--- config.mk ---
export PLATFORM = sky130hd
export DESIGN_NAME = spike_rate_decoder
export DESIGN_NICKNAME = d
export VERILOG_FILES = /design/src/rtl/spike_rate_pkg.sv /design/src/rtl/spike_rate_counter.sv /design/src/rtl/spike_rate_decoder.sv
export SDC_FILE = /design/constraint.sdc
export NUM_CORES = 1
export LEC_CHECK = 0
export BUFFER_PORTS_ARGS = -buffer_cell sky130_fd_sc_hd__buf_2
export CAP_MARGIN = 10
export CORE_ASPECT_RATIO = 1.4
export CORE_UTILIZATION = 54
export CTS_BUF_LIST = sky130_fd_sc_hd__clkbuf_4
export DETAILED_ROUTE_END_ITERATION = 6
export PLACE_DENSITY = 0.81
export SYNTH_ARGS = -nofsm -noshare
export SYNTH_HDL_FRONTEND = slang
export SYNTH_SLANG_ARGS = --single-unit
--- constraint.sdc ---
create_clock -name clk -period 2.84 [get_ports clk]
set_clock_uncertainty 0.2 [all_clocks]
set_input_delay 0.142 -clock clk [delete_from_list [all_inputs] [get_ports clk]]
set_output_delay 0.142 -clock clk [all_outputs]
set_load 0.005 [all_outputs]
--- src/rtl/spike_rate_pkg.sv ---
// Shared constants and helpers for the spike-rate readout path.
// Channel map: four pre-synaptic spikes plus the post-synaptic neuron.
package spike_rate_pkg;
   localparam int N_CH_DEF     = 5;
   localparam int CNT_W_DEF    = 8;
   localparam int WIN_LOG2_DEF = 8;
   localparam int CNT_W_MAX    = 32;

   localparam int CH_PRE1 = 0;
   localparam int CH_PRE2 = 1;
   localparam int CH_PRE3 = 2;
   localparam int CH_PRE4 = 3;
   localparam int CH_POST = 4;

   typedef struct packed {
      logic                 ovf;
      logic [CNT_W_MAX-1:0] val;
   } sat_res_t;

   // The count sticks at cmax; ovf flags an increment that was dropped.
   function automatic sat_res_t sat_inc(input logic [CNT_W_MAX-1:0] cnt,
                                        input logic                 inc,
                                        input logic [CNT_W_MAX-1:0] cmax);
      sat_res_t r;
      r.ovf = inc && (cnt == cmax);
      r.val = (inc && !r.ovf) ? cnt + CNT_W_MAX'(1) : cnt;
      return r;
   endfunction
endpackage

--- src/rtl/spike_rate_counter.sv ---
// Per-channel saturating spike counter with a sticky saturation bit.
// The outputs are the value that would be published if this cycle ends a window.
module spike_rate_counter
   import spike_rate_pkg::*;
#(
   parameter int CNT_W = CNT_W_DEF
) (
   input  logic             clk,
   input  logic             rst,
   input  logic             en,
   input  logic             clr,
   input  logic             inc,
   input  logic             last,
   output logic [CNT_W-1:0] pub_cnt,
   output logic             pub_sat
);
   localparam logic [CNT_W_MAX-1:0] CMAX = CNT_W_MAX'({CNT_W{1'b1}});

   logic [CNT_W-1:0] cnt;
   logic             sat;
   sat_res_t         res;

   always_comb res = sat_inc(CNT_W_MAX'(cnt), inc, CMAX);

   assign pub_cnt = res.val[CNT_W-1:0];
   assign pub_sat = sat | res.ovf;

   if (CNT_W < CNT_W_MAX) begin : g_hi
      logic unused_hi;
      assign unused_hi = ^res.val[CNT_W_MAX-1:CNT_W];
   end

   // The last window cycle hands its sum to the top and restarts from zero.
   always_ff @(posedge clk or posedge rst) begin
      if (rst) begin
         cnt <= '0;
         sat <= 1'b0;
      end else if (clr || (en && last)) begin
         cnt <= '0;
         sat <= 1'b0;
      end else if (en) begin
         cnt <= pub_cnt;
         sat <= pub_sat;
      end
   end
endmodule

--- src/rtl/spike_rate_decoder.sv ---
// Spike rate decoder: counts spikes per channel over 2^WIN_LOG2 enabled cycles
// and publishes saturated counts at each window boundary.
module spike_rate_decoder
   import spike_rate_pkg::*;
#(
   parameter int N_CH     = N_CH_DEF,
   parameter int CNT_W    = CNT_W_DEF,
   parameter int WIN_LOG2 = WIN_LOG2_DEF
) (
   input  logic                  clk,
   input  logic                  rst,
   input  logic                  en,
   input  logic                  clr,
   input  logic [N_CH-1:0]       spike_in,
   input  logic [2:0]            sel,
   output logic [N_CH*CNT_W-1:0] rate_out,
   output logic [CNT_W-1:0]      rate_sel,
   output logic                  rate_valid,
   output logic [N_CH-1:0]       sat_flags
);
   localparam logic [WIN_LOG2-1:0] WPOS_LAST = '1;

   logic [WIN_LOG2-1:0]   wpos;
   logic                  last;
   logic [N_CH*CNT_W-1:0] pub_cnt;
   logic [N_CH-1:0]       pub_sat;

   assign last = (wpos == WPOS_LAST);

   for (genvar k = 0; k < N_CH; k++) begin : g_ch
      spike_rate_counter #(
         .CNT_W(CNT_W)
      ) u_cnt (
         .clk    (clk),
         .rst    (rst),
         .en     (en),
         .clr    (clr),
         .inc    (spike_in[k]),
         .last   (last),
         .pub_cnt(pub_cnt[k*CNT_W +: CNT_W]),
         .pub_sat(pub_sat[k])
      );
   end

   // Window position and publish register; clr restarts silently.
   always_ff @(posedge clk or posedge rst) begin
      if (rst) begin
         wpos       <= '0;
         rate_out   <= '0;
         sat_flags  <= '0;
         rate_valid <= 1'b0;
      end else begin
         rate_valid <= 1'b0;
         if (clr) begin
            wpos <= '0;
         end else if (en) begin
            wpos <= wpos + WIN_LOG2'(1);
            if (last) begin
               rate_out   <= pub_cnt;
               sat_flags  <= pub_sat;
               rate_valid <= 1'b1;
            end
         end
      end
   end

   always_comb begin
      rate_sel = '0;
      for (int k = 0; k < N_CH; k++) begin
         if (sel == 3'(k)) rate_sel = rate_out[k*CNT_W +: CNT_W];
      end
   end
endmodule

==> flow_metrics.tcl, run 1 <==
set metrics [dict create \
    drtIter0Drc 392 \
    hold_violations 0 \
    setup_ws_ns 0.4616 \
    htree_levels 3 \
    cts_buffers 9 \
    synth_edf_count 0 \
    synth_flop_cell "dfrtp_1" \
    die-area_mm2 0.01015 \
    worst_slew_pin_slew_ns 0.8155 \
    root_buffer "clkbuf_4" \
    dpl.hpwl_um 9221 \
    cp-start-kind "flip-flop" \
    ys_seq_area_share_pct 47.08 \
    path_delay_family "compound AO/OA/AOI/OAI gates" \
    timing.fmax_ghz 0.4204 \
    grt-ovfl-total 0 \
    hp-class "input port to async pin" \
    path_buf_inv 0 \
    slew_viol_final 0 \
    grt_pass1_vias 4387 \
    grt_util_all_layers_pct 27.53 \
    synth_fp_nets 603 \
    core-area_mm2 0.009459 \
    cp_slowest_cell "a311o_1" \
    syn_inst 585 \
    nets 657 \
    synth-seq-cells 99 \
    end_kind "flip-flop" \
    cp_data_arrival_time_ns 2.56 \
    fin_crit_sh_pct 83.75 \
    drive_gt1_share_pct 14.29 \
    holdWs_ns 0.08900 \
    start_util_pct 55.63 \
    grt_pass1_wl_um 21480 \
    route.vias.total 4775 \
    relSlewSlack_pct 45.63 \
    synth-async-reset-ratio_pct 100.0 \
    io_pins 66 \
    final_area_mm2 0.005894 \
    portBuffers 65 \
    cts.path.max_buffers 2 \
    period_minus_slack_ns 2.378 \
    die_h_um 118.8 \
    cts_tree "built" \
    antenna_found_initial 1 \
    post_cts_buffers 0 \
    crit_chain "ha_1, and3_4, a311o_1, nand2_1, a22o_1" \
    ant_nets 0 \
    power_leakage_nw 2.657 \
    clk_latency_ns 0.49 \
    worstPathRequired_ns 3.02 \
    grt_max_degree 73 \
    gp_congestion 0.8854 \
    status "complete, no violations" \
    ir_drop_uv 270.4 \
    drc 0 \
    worst-path-max-fanout 20 \
    nFillCells 831 \
    place_ws_ns 0.4583 \
    placed_cell_area_mm2 0.005647 \
    clk_pin_slew_ns 0.16 \
    yosys_warnings 0 \
    multi_input_area_mm2 0.002575 \
    placementRows 42 \
    power_density_mw_per_mm2 427.1 \
    synth.avg_cell_area_um2 8.996 \
    setup_viol 0 \
    cp_slowest_stage_delay_ns 0.72 \
    synthesis.area_mm2 0.005263 \
    die-width_um 85.43 \
    wirelength_um 13330 \
    seq_area_mm2 0.002477 \
    routed_via_density 6.325 \
    wl_per_cell_um 17.66 \
    drv_cap 0 \
    tns_ns 0 \
    critPathKind "flip-flop to flip-flop" \
    dr.pass1.iters 7 \
    synthDistinctLibCells 56 \
    grt_setup_unrepaired "no" \
    area_growth_pct 12.01 \
    clock_sinks 99 \
]
## worst register-to-register path: stages, from the launching register on
cell and delay (ns):
dfrtp_1 0.40, ha_1 0.17, and3_4 0.24, a311o_1 0.72
nand2_1 0.29, a22o_1 0.25
## metal layers
layer  part of all wire, %  global-route usage [%]
met1                    41                   35.46
met2                    50                   44.80
met3                   5.2                   3.980
met4                   3.6                   14.27
met5                     0                       0
## synth_stat cells (all sizes together) (2+ instances only)
cell type   n  area [µm²]
o22a        4       35.03
or4         3       22.52
and2        8       50.05
o2bb2ai     3       26.28
xor2        5       43.79
o31a        2       17.52
a31o        2       17.52
nand2b      2       12.51
xnor2       7       61.31
ha          6       75.07
or3         5       31.28
a21o        6       45.04
a22o        2       17.52
a32o        3       30.03
nor2       52       195.2
a211oi      2       15.01
a21boi      2       15.01
a31oi      11       68.82
nor2b       2       12.51
nand3      18       90.09
clkbuf     26       97.59
inv        13       48.80
o22ai       7       43.79
dfrtp      99        2477
o211ai      9       67.56
a21oi      67       335.3
mux2i      12       120.1
a22oi       7       52.55
buf        10       71.32
o21a        2       15.01
and4       12       105.1
o21ai      63       315.3
o31ai       8       60.06
nor3        8       40.04
and3        8       55.05
nand4b      4       41.29
nand2      59       221.5
nand4      13       81.33
a311oi      2       23.77
## through the flow
step	power (mW)	instances	utilization (%)
finish	2.518	755	62.31
floorplan	1.633	585	-
global route	2.610	755	62.31
detailed placement	1.696	729	59.70
CTS	2.523	754	62.29
global placement	1.683	729	59.70
## final timing paths
check	slack [ns]	from	depth (start not counted)	end
setup / recovery	0.46	wpos[1]	5	g_ch[3].u_cnt.sat
min in group clk	0.32	rate_out[3]	2	rate_out[3]
max in group asynchronous	1.47	rst	5	rate_out[10]
hold reg to reg	0.32	rate_out[3]	2	rate_out[3]
setup reg to reg	0.46	wpos[1]	5	g_ch[3].u_cnt.sat
hold / removal	0.09	rst	3	rate_out[37]
## cell families (layout without fill, tap and decap cells)
| kind of cell | Yosys count | after routing | synth area share [%] |
|---|---|---|---|
| compound gates | 207 | 207 | 23.78 |
| simple gates | 198 | 198 | 18.81 |
| flops | 99 | 99 | 47.08 |
| buf+inv | 50 | 109 | 4.208 |
| mux | 13 | 13 | 2.710 |
| xor+xnor | 12 | 12 | 1.997 |
| fa+ha+maj | 6 | 6 | 1.426 |
| other cells | 0 | 1 | 0 |
## layout by cell type (no fill, tap or decap), types with 8 or more instances in the layout
cell type      Yosys  layout
dfrtp_1           99      99
a21oi_1           67      67
buf_2              6      65
o21ai_0           60      60
nand2_1           59      59
nor2_1            52      52
nand3_1           18      18
nand4_1           13      13
and4_1            12      12
inv_1             13      12
mux2i_1           12      12
a31oi_1           11      11
clkbuf_4           0      10
o211ai_1           9       9
dlygate4sd3_1      0       9
o31ai_1            8       8
and2_1             8       8
nor3_1             8       8
## power by group
group          total [mW]  internal, mW  switching, mW
registers            1.46          1.43         0.0276
logic               0.222        0.0840          0.138
clock network       0.838         0.360          0.478
total                2.52          1.87          0.643
## what timing repair did
action                                 4_1_cts  5_1_grt
hold buffers                                 9        0
endpoints found under the hold margin       65        0
gates resized for setup                      0        0
## registers in the layout, summed over array words and instances, names as in the netlist
name,count
rate_valid,1
wpos,8
g_ch.u_cnt.cnt,40
g_ch.u_cnt.sat,5
sat_flags,5
rate_out,40
## area by class of cell
cell class                 count  share of cell area [%]
clock inverter                 6                   1.359
clock buffer                  10                   1.274
sequential                    99                   42.03
timing repair buffer          79                   8.321
tap                          110                   2.335
multi-input combinational    436                   43.69
inverter                      14                  0.9552
antenna                        1                 0.04245
Note: power is estimated with default switching activity, not from simulation.
==> inputs of run 2 (changes only) <==
ABC_AREA = 1   (was default)
CORE_UTILIZATION = 55   (was 54)
PLACE_DENSITY = 0.82   (was 0.81)
clock period = 2 ns   (was 2.84 ns; I/O delays follow)
==> run 2 against run 1 <==
Global-route usage rose by 1.6 points. Combinational power rose by 60%. First-iteration DRC count rose by 5.9%. Final area rose by 6.7%. Sequential share of layout area fell by 2.6 points. Setup slack got worse by 0.41 ns. Count of clock-buffer cells in the layout fell by 1. Utilization rose by 3.1 points. Via count rose by 13%. Critical path depth did not move. Hold slack got worse by 0.0068 ns. Total power rose by 34%. Critical endpoint is now rate_sel[0]. Highest routed layer unchanged.
==> flow_metrics.tcl, run 2 <==
set metrics [dict create \
    synthTopCellsByCount "nand2_1 (303), dfrtp_1 (99), inv_1 (97), nand3_1 (88), nor2_1 (37)" \
    clock_sinks 99 \
    slew_viol_final 0 \
    setup_ws_ns 0.05607 \
    mostFrequentLayoutCell "nand2_1" \
    r2r-start "g_ch[0].u_cnt.cnt[0]" \
    die_h_um 120.7 \
    grt_pass1_vias 5141 \
    reg2reg_depth 10 \
    synth_edf_count 0 \
    r2r_slack_ns 0.15 \
    final_area_mm2 0.006287 \
    cts_buffers 9 \
    yosysMostFrequentCell "nand2_1" \
    core-area_mm2 0.009617 \
    hold_violations 0 \
    path_delay_family "simple AND/OR/NAND/NOR gates" \
    critPathKind "flip-flop to primary output" \
    dr.pass1.iters 5 \
    cts_tree "built" \
    worst_slew_pin_slew_ns 0.5319 \
    clk_pin_slew_ns 0.15 \
    synthesis.area_mm2 0.005532 \
    drive_gt1_share_pct 14.22 \
    worst-path-max-fanout 2 \
    timing.fmax_ghz 0.5144 \
    wl_per_cell_um 14.20 \
    grt_pass1_wl_um 23500 \
    cp-start-kind "flip-flop" \
    area_growth_pct 13.66 \
    end_kind "primary output" \
    synth_fp_nets 792 \
    portBuffers 65 \
    power.total_mw 3.385 \
    syn_inst 774 \
    placementRows 42 \
    cp_data_arrival_time_ns 1.64 \
    power_leakage_nw 3.324 \
    ys_seq_area_share_pct 44.79 \
    tns_ns 0 \
    wirelength_um 14070 \
    hp-class "input port to async pin" \
    yosys_warnings 0 \
    synth-async-reset-ratio_pct 100.0 \
    antenna_found_initial 1 \
    routed_via_density 5.442 \
    gp_congestion 0.9144 \
    largestRegisters "g_ch.u_cnt.cnt x40, rate_out x40, wpos x8" \
    period_minus_slack_ns 1.944 \
    grt_util_all_layers_pct 29.12 \
    grt-ovfl-total 0 \
    ir_drop_uv 297.4 \
    grt_max_degree 100 \
    path_buf_inv 2 \
    placed_cell_area_mm2 0.006023 \
    synth.avg_cell_area_um2 7.147 \
    synth_top_area_share_pct 44.79 \
    cp_slowest_stage_delay_ns 0.41 \
    status "complete, no violations" \
    setup_viol 0 \
    die-area_mm2 0.01047 \
    die-width_um 86.76 \
    final_cell_mix "nand2_1 (303), dfrtp_1 (99), inv_1 (96)" \
    nets 871 \
    synth_top_area_cell "dfrtp_1" \
    drv_cap 0 \
    synth_flop_cell "dfrtp_1" \
    crit_chain "inv_1, o22ai_1, nor2_1, nand3_1, buf_2" \
    fin_crit_sh_pct 97.20 \
    htree_levels 3 \
    synthTopCellsByArea "dfrtp_1 (45%), nand2_1 (21%), nand3_1 (8.0%)" \
    place_ws_ns 0.1170 \
    synth-seq-cells 99 \
    timing.rr.end "rate_out[7]" \
    worstPathRequired_ns 1.70 \
    route.vias.total 5393 \
    root_buffer "clkbuf_4" \
    ant_nets 0 \
    dpl.hpwl_um 10160 \
    power_density_mw_per_mm2 538.5 \
    io_pins 66 \
    drtIter0Drc 415 \
    synthDistinctLibCells 28 \
    cts.path.max_buffers 2 \
    drc 0 \
    start_util_pct 57.52 \
    grt_setup_unrepaired "no" \
    relSlewSlack_pct 64.54 \
    clk_latency_ns 0.47 \
    cp_slowest_cell "dfrtp_1" \
]
## run 2: worst max-delay path by stage
stage | start | to | cells past startpoint
4_1_cts | wpos[0] | rate_out[29] | 8
3_3_place_gp | wpos[0] | rate_out[25] | 8
3_5_place_dp | wpos[0] | rate_out[29] | 8
2_1_floorplan | wpos[0] | g_ch[2].u_cnt.cnt[2] | 9
6_report | rate_out[0] | rate_sel[0] | 5
5_1_grt | wpos[0] | rate_out[30] | 9
## run 2: timing repair
item | 4_1_cts | 5_1_grt
buffers inserted | 0 | 5
gates resized for setup | 0 | 2
endpoints found under the setup margin | 0 | 42
hold endpoints to repair | 196 | 0
hold buffers | 8 | 0
## run 2: metrics by stage
stage / cells / hold WS [ns] / util, %
2_1_floorplan: 774 / 0.07309 / -
3_3_place_gp: 960 / 0.08981 / 62.63
3_5_place_dp: 960 / 0.09434 / 62.63
4_1_cts: 984 / 0.1103 / 64.64
5_1_grt: 991 / 0.1429 / 65.38
6_report: 991 / 0.08222 / 65.38
## run 2: worst register-to-register path: cells and delay by family (launching register included)
family / cells / cell delay [ns]
adders and majority gates: 1 / 0.25
DFF: 1 / 0.43
buffers and inverters: 2 / 0.17
and+or+nand+nor: 7 / 0.71
## run 2: per-layer routing
metal	wire length, µm	track usage (%)	part of all wire [%]	vias to the layer above
met3	937	3.072	6.7	45
met5	0	0	0	-
met2	6999	48.41	50	215
met4	605	17.40	4.3	0
li1	-	-	-	2615
met1	5531	36.33	39	2518
## run 2: power by group
| part | internal, mW | total [mW] | switching, mW |
|---|---|---|---|
| logic | 0.124 | 0.355 | 0.230 |
| registers | 2.05 | 2.10 | 0.0484 |
| clock network | 0.248 | 0.930 | 0.681 |
| total | 2.43 | 3.39 | 0.960 |
## run 2: kinds of logic after synthesis
group,Yosys count,synth area share [%]
xor gates and xnor gates,6,0.9500
adders and majority gates,6,1.357
and+or+nand+nor,479,37.46
buffers and inverters,124,9.477
DFF,99,44.79
AOI/OAI and AO/OA,60,5.971
## run 2: cell type report
class                   instances  area (µm²)
fillers                       830        3329
multi-input cells             552        2546
flip-flops and latches         99        2477
repair buffers                 90       595.6
inverters                     101       387.9
well taps                     132       165.2
clock buffers                   9       67.56
clock inverters                 7       45.04
diodes                          1       2.502
